**src/rtl/mem_access_stage.sv**
```systemverilog
// Memory-access pipeline stage between EX and writeback: one-cycle pass-through for
// non-memory ops, req/ack handshake with bus timeout for LOAD/STORE.
module mem_access_stage #(
  parameter int unsigned           DATA_W         = 16,
  parameter int unsigned           ADDR_W         = 16,
  parameter int unsigned           REG_IDX_W      = 5,
  parameter int unsigned           CTRL_W         = 4,
  parameter logic [CTRL_W-1:0]     LOAD_OP        = 4'b1100,
  parameter logic [CTRL_W-1:0]     STORE_OP       = 4'b1110,
  parameter int unsigned           TIMEOUT_CYCLES = 16
) (
  input  logic                 clk,
  input  logic                 rst_n,
  input  logic                 ex_valid,
  input  logic [CTRL_W-1:0]    control_ex,
  input  logic [DATA_W-1:0]    result_ex,
  input  logic [DATA_W-1:0]    reg_data_ex,
  input  logic [REG_IDX_W-1:0] dest_reg_index_ex,
  input  logic                 dest_reg_write_en_ex,
  output logic                 stall_ex,
  output logic                 mem_req,
  output logic                 mem_we,
  output logic [ADDR_W-1:0]    address_to_memory,
  output logic [DATA_W-1:0]    data_to_memory,
  input  logic                 mem_ack,
  input  logic [DATA_W-1:0]    data_from_memory,
  output logic                 ma_valid,
  output logic [CTRL_W-1:0]    control_ma,
  output logic [DATA_W-1:0]    result_ma,
  output logic [DATA_W-1:0]    data_ma,
  output logic [REG_IDX_W-1:0] dest_reg_index_ma,
  output logic                 dest_reg_write_en_ma,
  output logic                 mem_err_ma
);

  localparam int unsigned CNT_W = (TIMEOUT_CYCLES > 0) ? $clog2(TIMEOUT_CYCLES + 1) : 1;
  localparam logic [CNT_W-1:0] LAST_CNT =
    CNT_W'((TIMEOUT_CYCLES == 0) ? 0 : TIMEOUT_CYCLES - 1);

  typedef enum logic {IDLE, ACCESS} state_t;

  state_t                 state, state_nxt;
  logic [CNT_W-1:0]       cnt;
  logic                   is_mem_op;
  logic                   timeout_hit;
  logic                   accept_mem, accept_pass, complete_ack, complete_abort;

  logic [CTRL_W-1:0]      lat_control;
  logic [DATA_W-1:0]      lat_result;
  logic [REG_IDX_W-1:0]   lat_index;
  logic                   lat_write_en;
  logic                   lat_store;

  assign stall_ex = (state == ACCESS);

  always_ff @(posedge clk) begin
    if (!rst_n) state <= IDLE;
    else        state <= state_nxt;
  end

  always_comb begin
    state_nxt      = state;
    accept_mem     = 1'b0;
    accept_pass    = 1'b0;
    complete_ack   = 1'b0;
    complete_abort = 1'b0;
    is_mem_op      = (control_ex == LOAD_OP) || (control_ex == STORE_OP);
    timeout_hit    = (TIMEOUT_CYCLES != 0) && (cnt == LAST_CNT);
    case (state)
      IDLE: begin
        if (ex_valid) begin
          if (is_mem_op) begin
            accept_mem = 1'b1;
            state_nxt  = ACCESS;
          end else begin
            accept_pass = 1'b1;
          end
        end
      end
      ACCESS: begin
        // Ack wins over a timeout landing on the same edge.
        if (mem_ack) begin
          complete_ack = 1'b1;
          state_nxt    = IDLE;
        end else if (timeout_hit) begin
          complete_abort = 1'b1;
          state_nxt      = IDLE;
        end
      end
      default: state_nxt = IDLE;
    endcase
  end

  // Counts ACCESS cycles without ack; saturates instead of wrapping.
  always_ff @(posedge clk) begin
    if (!rst_n)                            cnt <= '0;
    else if (accept_mem)                   cnt <= '0;
    else if (state == ACCESS && cnt != '1) cnt <= cnt + 1'b1;
  end

  always_ff @(posedge clk) begin
    if (!rst_n) begin
      mem_req           <= 1'b0;
      mem_we            <= 1'b0;
      address_to_memory <= '0;
      data_to_memory    <= '0;
      lat_control       <= '0;
      lat_result        <= '0;
      lat_index         <= '0;
      lat_write_en      <= 1'b0;
      lat_store         <= 1'b0;
    end else if (accept_mem) begin
      mem_req           <= 1'b1;
      mem_we            <= (control_ex == STORE_OP);
      address_to_memory <= result_ex[ADDR_W-1:0];
      data_to_memory    <= reg_data_ex;
      lat_control       <= control_ex;
      lat_result        <= result_ex;
      lat_index         <= dest_reg_index_ex;
      lat_write_en      <= dest_reg_write_en_ex;
      lat_store         <= (control_ex == STORE_OP);
    end else if (complete_ack || complete_abort) begin
      mem_req           <= 1'b0;
    end
  end

  always_ff @(posedge clk) begin
    if (!rst_n) begin
      ma_valid             <= 1'b0;
      control_ma           <= '0;
      result_ma            <= '0;
      data_ma              <= '0;
      dest_reg_index_ma    <= '0;
      dest_reg_write_en_ma <= 1'b0;
      mem_err_ma           <= 1'b0;
    end else begin
      ma_valid <= accept_pass || complete_ack || complete_abort;
      if (accept_pass) begin
        control_ma           <= control_ex;
        result_ma            <= result_ex;
        data_ma              <= '0;
        dest_reg_index_ma    <= dest_reg_index_ex;
        dest_reg_write_en_ma <= dest_reg_write_en_ex;
        mem_err_ma           <= 1'b0;
      end else if (complete_ack) begin
        control_ma           <= lat_control;
        result_ma            <= lat_result;
        data_ma              <= lat_store ? '0 : data_from_memory;
        dest_reg_index_ma    <= lat_index;
        dest_reg_write_en_ma <= lat_write_en && !lat_store;
        mem_err_ma           <= 1'b0;
      end else if (complete_abort) begin
        control_ma           <= lat_control;
        result_ma            <= lat_result;
        data_ma              <= '0;
        dest_reg_index_ma    <= lat_index;
        dest_reg_write_en_ma <= 1'b0;
        mem_err_ma           <= 1'b1;
      end
    end
  end

endmodule

```
**config.mk**
```make
export PLATFORM = sky130hd
export DESIGN_NAME = mem_access_stage
export DESIGN_NICKNAME = d
export VERILOG_FILES = /design/src/rtl/mem_access_stage.sv
export SDC_FILE = /design/constraint.sdc
export NUM_CORES = 1
export LEC_CHECK = 0
export ABC_CLOCK_PERIOD_IN_PS = 1690
export CORE_UTILIZATION = 40
export DETAILED_ROUTE_END_ITERATION = 12
export DONT_BUFFER_PORTS = 1
export GPL_ROUTABILITY_DRIVEN = 0
export PLACE_DENSITY_LB_ADDON = 0.25
export SLEW_MARGIN = 20
export SYNTH_ARGS = -nofsm -noshare
export SYNTH_HDL_FRONTEND = slang
export SYNTH_SLANG_ARGS = --single-unit
```
**constraint.sdc**
```tcl
create_clock -name clk -period 1.69 [get_ports clk]
set_input_delay 0.2535 -clock clk [delete_from_list [all_inputs] [get_ports clk]]
set_output_delay 0.2535 -clock clk [all_outputs]
set_load 0.02 [all_outputs]
```
# Yosys cells after proc, flatten, opt, wreduce, memory -nomap -nowiden
# Index checks and enable logic that the tools add are counted.
dict set report totals {
  ramBits 0
  wordCells 67
  romBits 0
  latchBits 0
  out_inout_bits 79
  register_bits 94
  n_memories 0
}
dict set report op_classes {
  eq_ne 4
  multipliers 0
  add_sub_neg 1
  muxes 31
  bitwise 2
  shift 0
  magnitude_cmp 0
  div_mod_pow 0
  reduce_logical 13
}
# op n
set op_table {}
lappend op_table {{$mux 16} 6}
lappend op_table {{$mux 1} 18}
lappend op_table {{$mux 5} 3}
lappend op_table {{$mux 4} 3}
lappend op_table {{$eq 4x4->1 const B} 2}
lappend op_table {{$add 5x1->5 const B} 1}
lappend op_table {{$eq 5x4->1 const B} 1}
lappend op_table {{$ne 5x5->1 const B} 1}
lappend op_table {{$logic_or 1x1->1} 4}
lappend op_table {{$reduce_bool 2->1} 2}
lappend op_table {{$reduce_or 2->1} 2}
lappend op_table {{$reduce_bool 3->1} 1}
lappend op_table {{$reduce_or 3->1} 1}
lappend op_table {{$logic_and 1x1->1} 2}
lappend op_table {{$not 1->1} 2}
lappend op_table {{$pmux 1 s2} 1}
lappend op_table {{$logic_not 1->1} 1}

# Logic depth before layout (Yosys ltp)
# Gate-level depths: netlist of the first run.
dict set report logic_depth {
  depth_word 7
  mapped_depth 7
  mapped_depth_nobuf 6
}

# Worst setup path before layout of the first run
# OpenSTA, ideal clock, no wires.
dict set report synth_timing {
  path_kind {register to register}
  from {reg cnt[0]}
  to {reg result_ma[13]}
  setup_ns 0.091
  t_arrival_ns 1.657
  stages_incl_launch_ff 8
  synth_period_minus_slack_ns 1.748
  n_path_buf 1
  setup_slack_ns -0.058
  cell_sequence {dfxtp_1 -> ha_1 -> and3_1 -> ha_1 -> o21ai_2 -> buf_2 -> nand2_1 -> a311oi_1}
}
dict set report synth_between {
  elab_chain_len 5
}
# element line_no
set synth_rtl {}
lappend synth_rtl {{start: declaration} 43} ;# logic [CNT_W-1:0] cnt;
lappend synth_rtl {{start signal: assignment} 98} ;# else if (state == ACCESS && cnt != '1) cnt <= cnt + 1'b1;
lappend synth_rtl {{$eq 5x4->1} 68} ;# timeout_hit = (TIMEOUT_CYCLES != 0) && (cnt == LAST_CNT);
lappend synth_rtl {{$mux 1} 85} ;# end else if (timeout_hit) begin
lappend synth_rtl {{$mux 1} 82} ;# if (mem_ack) begin
lappend synth_rtl {{$mux 1} 69} ;# case (state)
lappend synth_rtl {{$reduce_bool 3->1 (no line)} -}
lappend synth_rtl {{end signal: assignment} 140} ;# result_ma <= result_ex;
lappend synth_rtl {{end signal: assignment} 147} ;# result_ma <= lat_result;
lappend synth_rtl {{end signal: assignment} 154} ;# result_ma <= lat_result;
lappend synth_rtl {{end: declaration} 29} ;# output logic [DATA_W-1:0] result_ma,
# Every way passes these cells.
# A chain may end at the register's enable or synchronous reset.

# Worst setup path in the final report of the first run
dict set report layout_timing {
  from {reg cnt[0]}
  to {reg control_ma[1]}
}
dict set report layout_between {
  elab_chain_len 5
}
# element line_no
set layout_rtl {}
lappend layout_rtl {{$eq 5x4->1} 68}
lappend layout_rtl {{$mux 1} 85}
lappend layout_rtl {{$mux 1} 82}
lappend layout_rtl {{$mux 1} 69}
lappend layout_rtl {{$reduce_bool 3->1 (no line)} -}
lappend layout_rtl {{end signal: assignment} 139} ;# control_ma <= control_ex;
lappend layout_rtl {{end signal: assignment} 146} ;# control_ma <= lat_control;
lappend layout_rtl {{end signal: assignment} 153} ;# control_ma <= lat_control;
lappend layout_rtl {{end: declaration} 28} ;# output logic [CTRL_W-1:0] control_ma,
# Every way passes these cells.

==> key figures, run 1 <==
Run status
  – Status: finished, violations left
  – Violated checks: setup timing

Synthesis
  – Avg Synthesized Cell Area: 8.516 sq um
  – Simple-Gate Fraction of Synth Area: 0.1844
  – Xor and xnor fraction of the mapped netlist area: 0.004685
  – Yosys cell types: 35
  – Synth Area in Compound Gates: 0.2369
  – Synth top area cells: dfxtp_1 (50%), a21oi_1 (6.3%), o21ai_0 (6.0%), nand2_1 (5.4%), a311oi_1 (5.4%)
  – Top_reg_cell synth: dfxtp_1
  – Synth async-reset ratio: 0
  – Post-synthesis sequential area ratio: 0.5033
  – Synthesized cell area: 0.003739 sq mm
  – Area leader, netlist: dfxtp_1
  – Multiplexer area fraction after synthesis: 0
  – Ys Warns: 0
  – Post-synth EDFFs: 0
  – Synth Register Bits: 94
  – Largest family of logic cells by synthesized area: compound AO/OA/AOI/OAI gates
  – Syn Nets: 504
  – Area fraction of the dominant cell type after synthesis: 0.5033
  – Synth Instances: 439
  – Adder-cell share of the synthesized area: 0.01004

Placed design
  – Placed cell count: 527
  – DP Wirelength: 6520 microns
  – Dpl ws: -0.08073 ns
  – Port Buffers: 0

GRT
  – Number of global-route vias before repair: 3113
  – First-pass GRT wire length: 16260 microns
  – Initial antenna violation count: 0
  – Largest net degree at the start of global routing: 59
  – GRT Total Usage: 0.2109
  – Grt ovf: 0

Finish
  – Antenna Cells: 0
  – Filler-free cell count of the finished design: 554
  – Area occupied by registers: 0.001886 sq mm
  – Commonest cells after routing, fill and taps aside: dfxtp_1 (91), a21oi_1 (47), o21ai_0 (44)
  – FILL cells: 865
  – Share of layout cells above drive strength 1: 0.1883
  – Final nets: 506
  – P&R area growth vs syn: 20.35%
  – Most common cell after layout, fill and taps aside: dfxtp_1
  – Area of the multi-input gates: 0.001798 sq mm

Drt
  – Wirelength, routed: 10350 microns
  – Avg WL per Cell: 18.69 microns
  – Residual DRC: 0
  – Vias: 3270
  – Initial DRT Pass Iterations: 4
  – Antenna Nets Post-Route: 0
  – Drt first-iter violations: 185
  – Vias per inst: 5.903

Flow run
  – Max_cap viols: 0

STA
  – RSZ-0062 raised after global routing: true
  – Max-slew violations: 0
  – Min Hold Slack: 0.02688 ns
  – Final Cycle Share: 1.020
  – FMAX: 580.0 MHz
  – Skew final: 0.009333 ns
  – Slew HR: 0.7239
  – Fin crit period: 1.724 ns
  – Fin. Hold Viols: 0
  – Worst-Margin Slew: 0.4114 ns
  – Final setup margin: -0.03412 ns
  – Final setup violation count: 14

CTS
  – Maximum root-to-sink buffer count: 2
  – CTS tree: done
  – Clk root buf: clkbuf_8
  – Inserted Clock Buffers: 9
  – Worst-path clk slew: 0.08 ns
  – Htree depth: 3
  – CTS sink cnt: 94
  – Worst skew pair latency: 0.35 ns

Pwr
  – Leak pwr: 1.514 nW
  – Internal power: 3.314 mW
  – Clock share of power: 0.369
  – Power Density: 985.1 mW/mm^2
  – Max VDD drop: 0.4858 mV
  – Reg power frac: 0.550
  – Switch Pwr: 1.119 mW
  – Switching share of power: 0.2524
  – Design Power: 4.432 mW
  – Logic pwr share: 0.081

Critical path
  – Setup CP Type: reg -> reg
  – Critical path arrival: 1.98 ns
  – Crit path required time: 1.95 ns
  – Setup crit end kind: flop
  – Crit start category: flop
  – CP Max Fanout: 8
  – Worst r2r path cells: 8

Hold path
  – Hold Path Stages: 1
  – Hold Path Class: in -> reg

Die
  – Core Rows: 34
  – Initial Utilization: 0.4205
  – Core ar.: 0.008891 sq mm
  – I/O pin count: 141
  – Die area: 0.009737 sq mm
  – Die X: 98.68 microns
  – Die Span Y: 98.68 microns
[layout make-up]
| cell class | instances | share of cell area |
|---|---|---|
| Multi-Input combinational cell | 299 | 0.3996 |
| Clock buffer | 13 | 0.03309 |
| Clock inverter | 3 | 0.01502 |
| Tap cell | 108 | 0.03003 |
| Sequential cell | 94 | 0.4191 |
| Timing Repair Buffer | 35 | 0.1015 |
| Inverter | 2 | 0.001669 |
[what timing repair did]
action                                 CTS  global route
setup endpoints to repair               37            26
cloned                                   1             1
endpoints found under the hold margin    1             1
hold buffers                             1             1
buffers inserted                         6             1
gates resized for setup                 15            30
pin swaps                                7            12
[worst max-delay path, cell delays in order (launching register included)]
cell	delay, ns
dfxtp_2	0.35
ha_4	0.16
and3_4	0.19
ha_4	0.18
o21ai_4	0.16
buf_6	0.15
buf_12	0.13
nand2_1	0.07
a311oi_2	0.25
[layer usage]
metal	up-vias	wire length (microns)	global-route usage
li1	1583	-	-
met1	1576	4425	0.2643
met2	103	5083	0.3369
met3	8	711	0.05957
met4	0	131	0.09874
met5	-	0	0
[logic make-up (layout without fill, tap and decap cells)]
logic type	Yosys count	in the layout
xor+xnor	2	2
buf+inv	46	53
flops	94	94
simple gates	150	150
fa+ha+maj	3	3
compound gates	144	144
[through the flow]
stage,setup TNS (ns),instance area [sq um],utilization
final,-0.1502,4499,0.5061
after global routing,-1.385,4499,0.5061
after CTS,-0.05340,4338,0.4879
after detailed placement,-1.465,3981,0.4478
after global placement,0,3981,0.4478
after floorplan,0,3761,-
[cells in the mapped netlist (3+ instances only)]
master     n
buf_4      7
dfxtp_1   94
clkbuf_1  12
a22oi_1   16
buf_2     21
a21oi_1   47
buf_1      3
nand3_1   40
nor2_1    21
nand2_1   54
o21ai_0   45
nor3_1    22
ha_1       3
a311oi_1  23
a211oi_1   3
[power groups by stage]
stage | Combinational, mW | Clock (mW) | Sequential [mW]
floorplan | 0.235 | 0 | 2.47
global placement | 0.314 | 0 | 2.49
detailed placement | 0.322 | 0 | 2.49
CTS | 0.332 | 1.69 | 2.44
global route | 0.398 | 1.78 | 2.45
finish | 0.359 | 1.63 | 2.44
[flip-flops by register name, indices dropped and copies added, names as in the netlist]
signal / cells
cnt: 5
control_ma: 4
data_ma: 16
data_to_memory: 16
dest_reg_index_ma: 5
dest_reg_write_en_ma: 1
lat_control: 4
lat_index: 5
lat_result: 16
lat_store: 1
lat_write_en: 1
ma_valid: 1
mem_err_ma: 1
mem_req: 1
result_ma: 16
stall_ex: 1
[final timing paths]
path                  startpoint              to  slack (ns)
setup / recovery          cnt[0]   control_ma[1]       -0.03
hold / removal             rst_n  lat_control[2]        0.03
setup reg to reg          cnt[0]   control_ma[1]       -0.03
hold reg to reg   lat_control[3]   control_ma[3]        0.47
(Power assumes the default switching activity.)
==> run 2: changes to the inputs <==
--- a/config.mk
+++ b/config.mk
@@ -5,12 +5,13 @@
 export SDC_FILE = /design/constraint.sdc
 export NUM_CORES = 1
 export LEC_CHECK = 0
-export ABC_CLOCK_PERIOD_IN_PS = 1690
+export ABC_CLOCK_PERIOD_IN_PS = 2200
 export CORE_UTILIZATION = 40
 export DETAILED_ROUTE_END_ITERATION = 12
 export DONT_BUFFER_PORTS = 1
 export GPL_ROUTABILITY_DRIVEN = 0
 export PLACE_DENSITY_LB_ADDON = 0.25
+export RECOVER_POWER = 100
 export SLEW_MARGIN = 20
 export SYNTH_ARGS = -nofsm -noshare
 export SYNTH_HDL_FRONTEND = slang
==> constraint.sdc (replaced) <==
create_clock -name clk -period 2.2 [get_ports clk]
set_input_delay 0.33 -clock clk [delete_from_list [all_inputs] [get_ports clk]]
set_output_delay 0.33 -clock clk [all_outputs]
set_load 0.02 [all_outputs]
==> run 2 against run 1 <==
Against the previous run:
- die area did not move
- the flow now finishes without violations
- critical path depth is 1 lower
- routed wire length down 4.2%
- core utilization is 5.3 points lower
- sequential power down 23%
- final cell count down 4.2%
- power decreased by 21%
- hold slack better by 0.039 ns
==> key figures, run 2 (same netlist as run 1, synthesis figures left out) <==
Run status
  – Status: completed

CTS
  – Post-CTS Resized: 0
  – Worst-path clk slew: 0.09 ns
  – Setup Buffers After CTS: 0
  – Htree depth: 3
  – Hold-fix buffers at CTS: 0
  – Worst skew pair latency: 0.35 ns
  – CTS sink cnt: 94
  – CTS tree: done
  – Maximum root-to-sink buffer count: 2
  – Clk root buf: clkbuf_8
  – Inserted Clock Buffers: 9

Drt
  – Vias: 3158
  – Initial DRT Pass Iterations: 4
  – Drt first-iter violations: 193
  – Antenna Nets Post-Route: 0
  – Avg WL per Cell: 18.68 microns
  – Residual DRC: 0
  – Wirelength, routed: 9917 microns
  – Vias per inst: 5.947

Pwr
  – Max VDD drop: 0.3790 mV
  – Power Density: 871.9 mW/mm^2
  – Leak pwr: 1.317 nW

Finish
  – Final Instance Area: 0.004026 sq mm
  – Final Util: 0.4529
  – FILL cells: 882
  – Antenna Cells: 0
  – P&R area growth vs syn: 7.697%
  – Commonest cells after routing, fill and taps aside: dfxtp_1 (94), nand2_1 (54), a21oi_1 (47)
  – Final nets: 483
  – Share of layout cells above drive strength 1: 0.08038
  – Most common cell after layout, fill and taps aside: dfxtp_1

Critical path
  – Setup CP Type: reg -> reg
  – Crit path required time: 2.44 ns
  – Most frequent CP cell: ha_1
  – CP max-delay cell: dfxtp_1
  – CP max stage delay: 0.34 ns
  – Crit start category: flop
  – Critical path arrival: 2.26 ns
  – Worst path cell trace: ha_1 > and3_1 > ha_1 > o21ai_4 > buf_4 > nand2_1 > a311oi_1
  – CP Max Fanout: 26
  – Reg2reg setup slack: 0.18 ns
  – Setup crit end kind: flop

Placed design
  – Placed cell area: 0.003789 sq mm
  – Port Buffers: 0
  – DP Wirelength: 6432 microns

STA
  – Slew HR: 0.3526
  – Worst-Margin Slew: 0.9690 ns
  – Fin Setup TNS: 0 ns
  – RSZ-0062 raised after global routing: false
  – Skew final: 0.01192 ns
  – FMAX: 495.0 MHz
  – Fin crit period: 2.020 ns
  – Fin. Hold Viols: 0
  – Final Cycle Share: 0.9182
  – Final setup violation count: 0
  – Max-slew violations: 0

Die
  – Core Rows: 34
  – I/O pin count: 141
  – Core ar.: 0.008891 sq mm
  – Die Span Y: 98.68 microns
  – Initial Utilization: 0.4205
  – Die area: 0.009737 sq mm
  – Die X: 98.68 microns

Flow run
  – Max_cap viols: 0

GRT
  – Initial antenna violation count: 0
  – Number of global-route vias before repair: 3048
  – Grt ovf: 0
  – Largest net degree at the start of global routing: 60
  – First-pass GRT wire length: 15870 microns
  – GRT Total Usage: 0.2053

Hold path
  – Hold Path Class: in -> reg
==> run 2: final timing paths <==
check                              end  cells past startpoint          from
hold reg to reg   dest_reg_index_ma[3]                      2  lat_index[3]
setup / recovery         control_ma[1]                      7        cnt[0]
hold / removal              mem_err_ma                      1       mem_ack
setup reg to reg         control_ma[1]                      7        cnt[0]
==> run 2: layout make-up <==
| class | count | area [sq um] | area share |
|---|---|---|---|
| flip-flops and latches | 94 | 1882 | 0.4674 |
| multi-input cells | 299 | 1639 | 0.4071 |
| clock buffers | 10 | 137.6 | 0.03418 |
| well taps | 108 | 135.1 | 0.03356 |
| clock inverters | 6 | 116.4 | 0.02890 |
| repair buffers | 12 | 108.9 | 0.02704 |
| inverters | 2 | 7.507 | 0.001865 |
==> run 2: stage by stage <==
step	cells	hold slack, ns	power (mW)	worst slack, ns
final	531	0.06559	3.511	0.1799
after global routing	531	0.05432	3.658	0.07489
after CTS	531	0.05131	3.547	0.1609
after detailed placement	515	0.4358	2.135	0.2060
after global placement	515	0.4351	2.128	0.3791
after floorplan	439	0.4301	2.073	0.4516
==> run 2: power breakdown <==
group | switching, mW | internal, mW
sequential | 0.108 | 1.76
combinational | 0.151 | 0.0707
clock | 0.624 | 0.797
total | 0.883 | 2.63
==> run 2: critical path: cells and delay by family (launching register included) <==
kind / cells / cell delay, ns
compound gates: 2 / 0.47
fa+ha+maj: 2 / 0.46
flops: 1 / 0.34
simple gates: 2 / 0.32
buf+inv: 1 / 0.30
==> run 2: routing by layer <==
| metal | vias up | part of all wire | GRT usage |
|---|---|---|---|
| li1 | 1527 | - | - |
| met1 | 1515 | 0.42 | 0.2520 |
| met2 | 108 | 0.48 | 0.3386 |
| met3 | 8 | 0.087 | 0.07234 |
| met4 | 0 | 0.010 | 0.06315 |
| met5 | - | 0 | 0 |
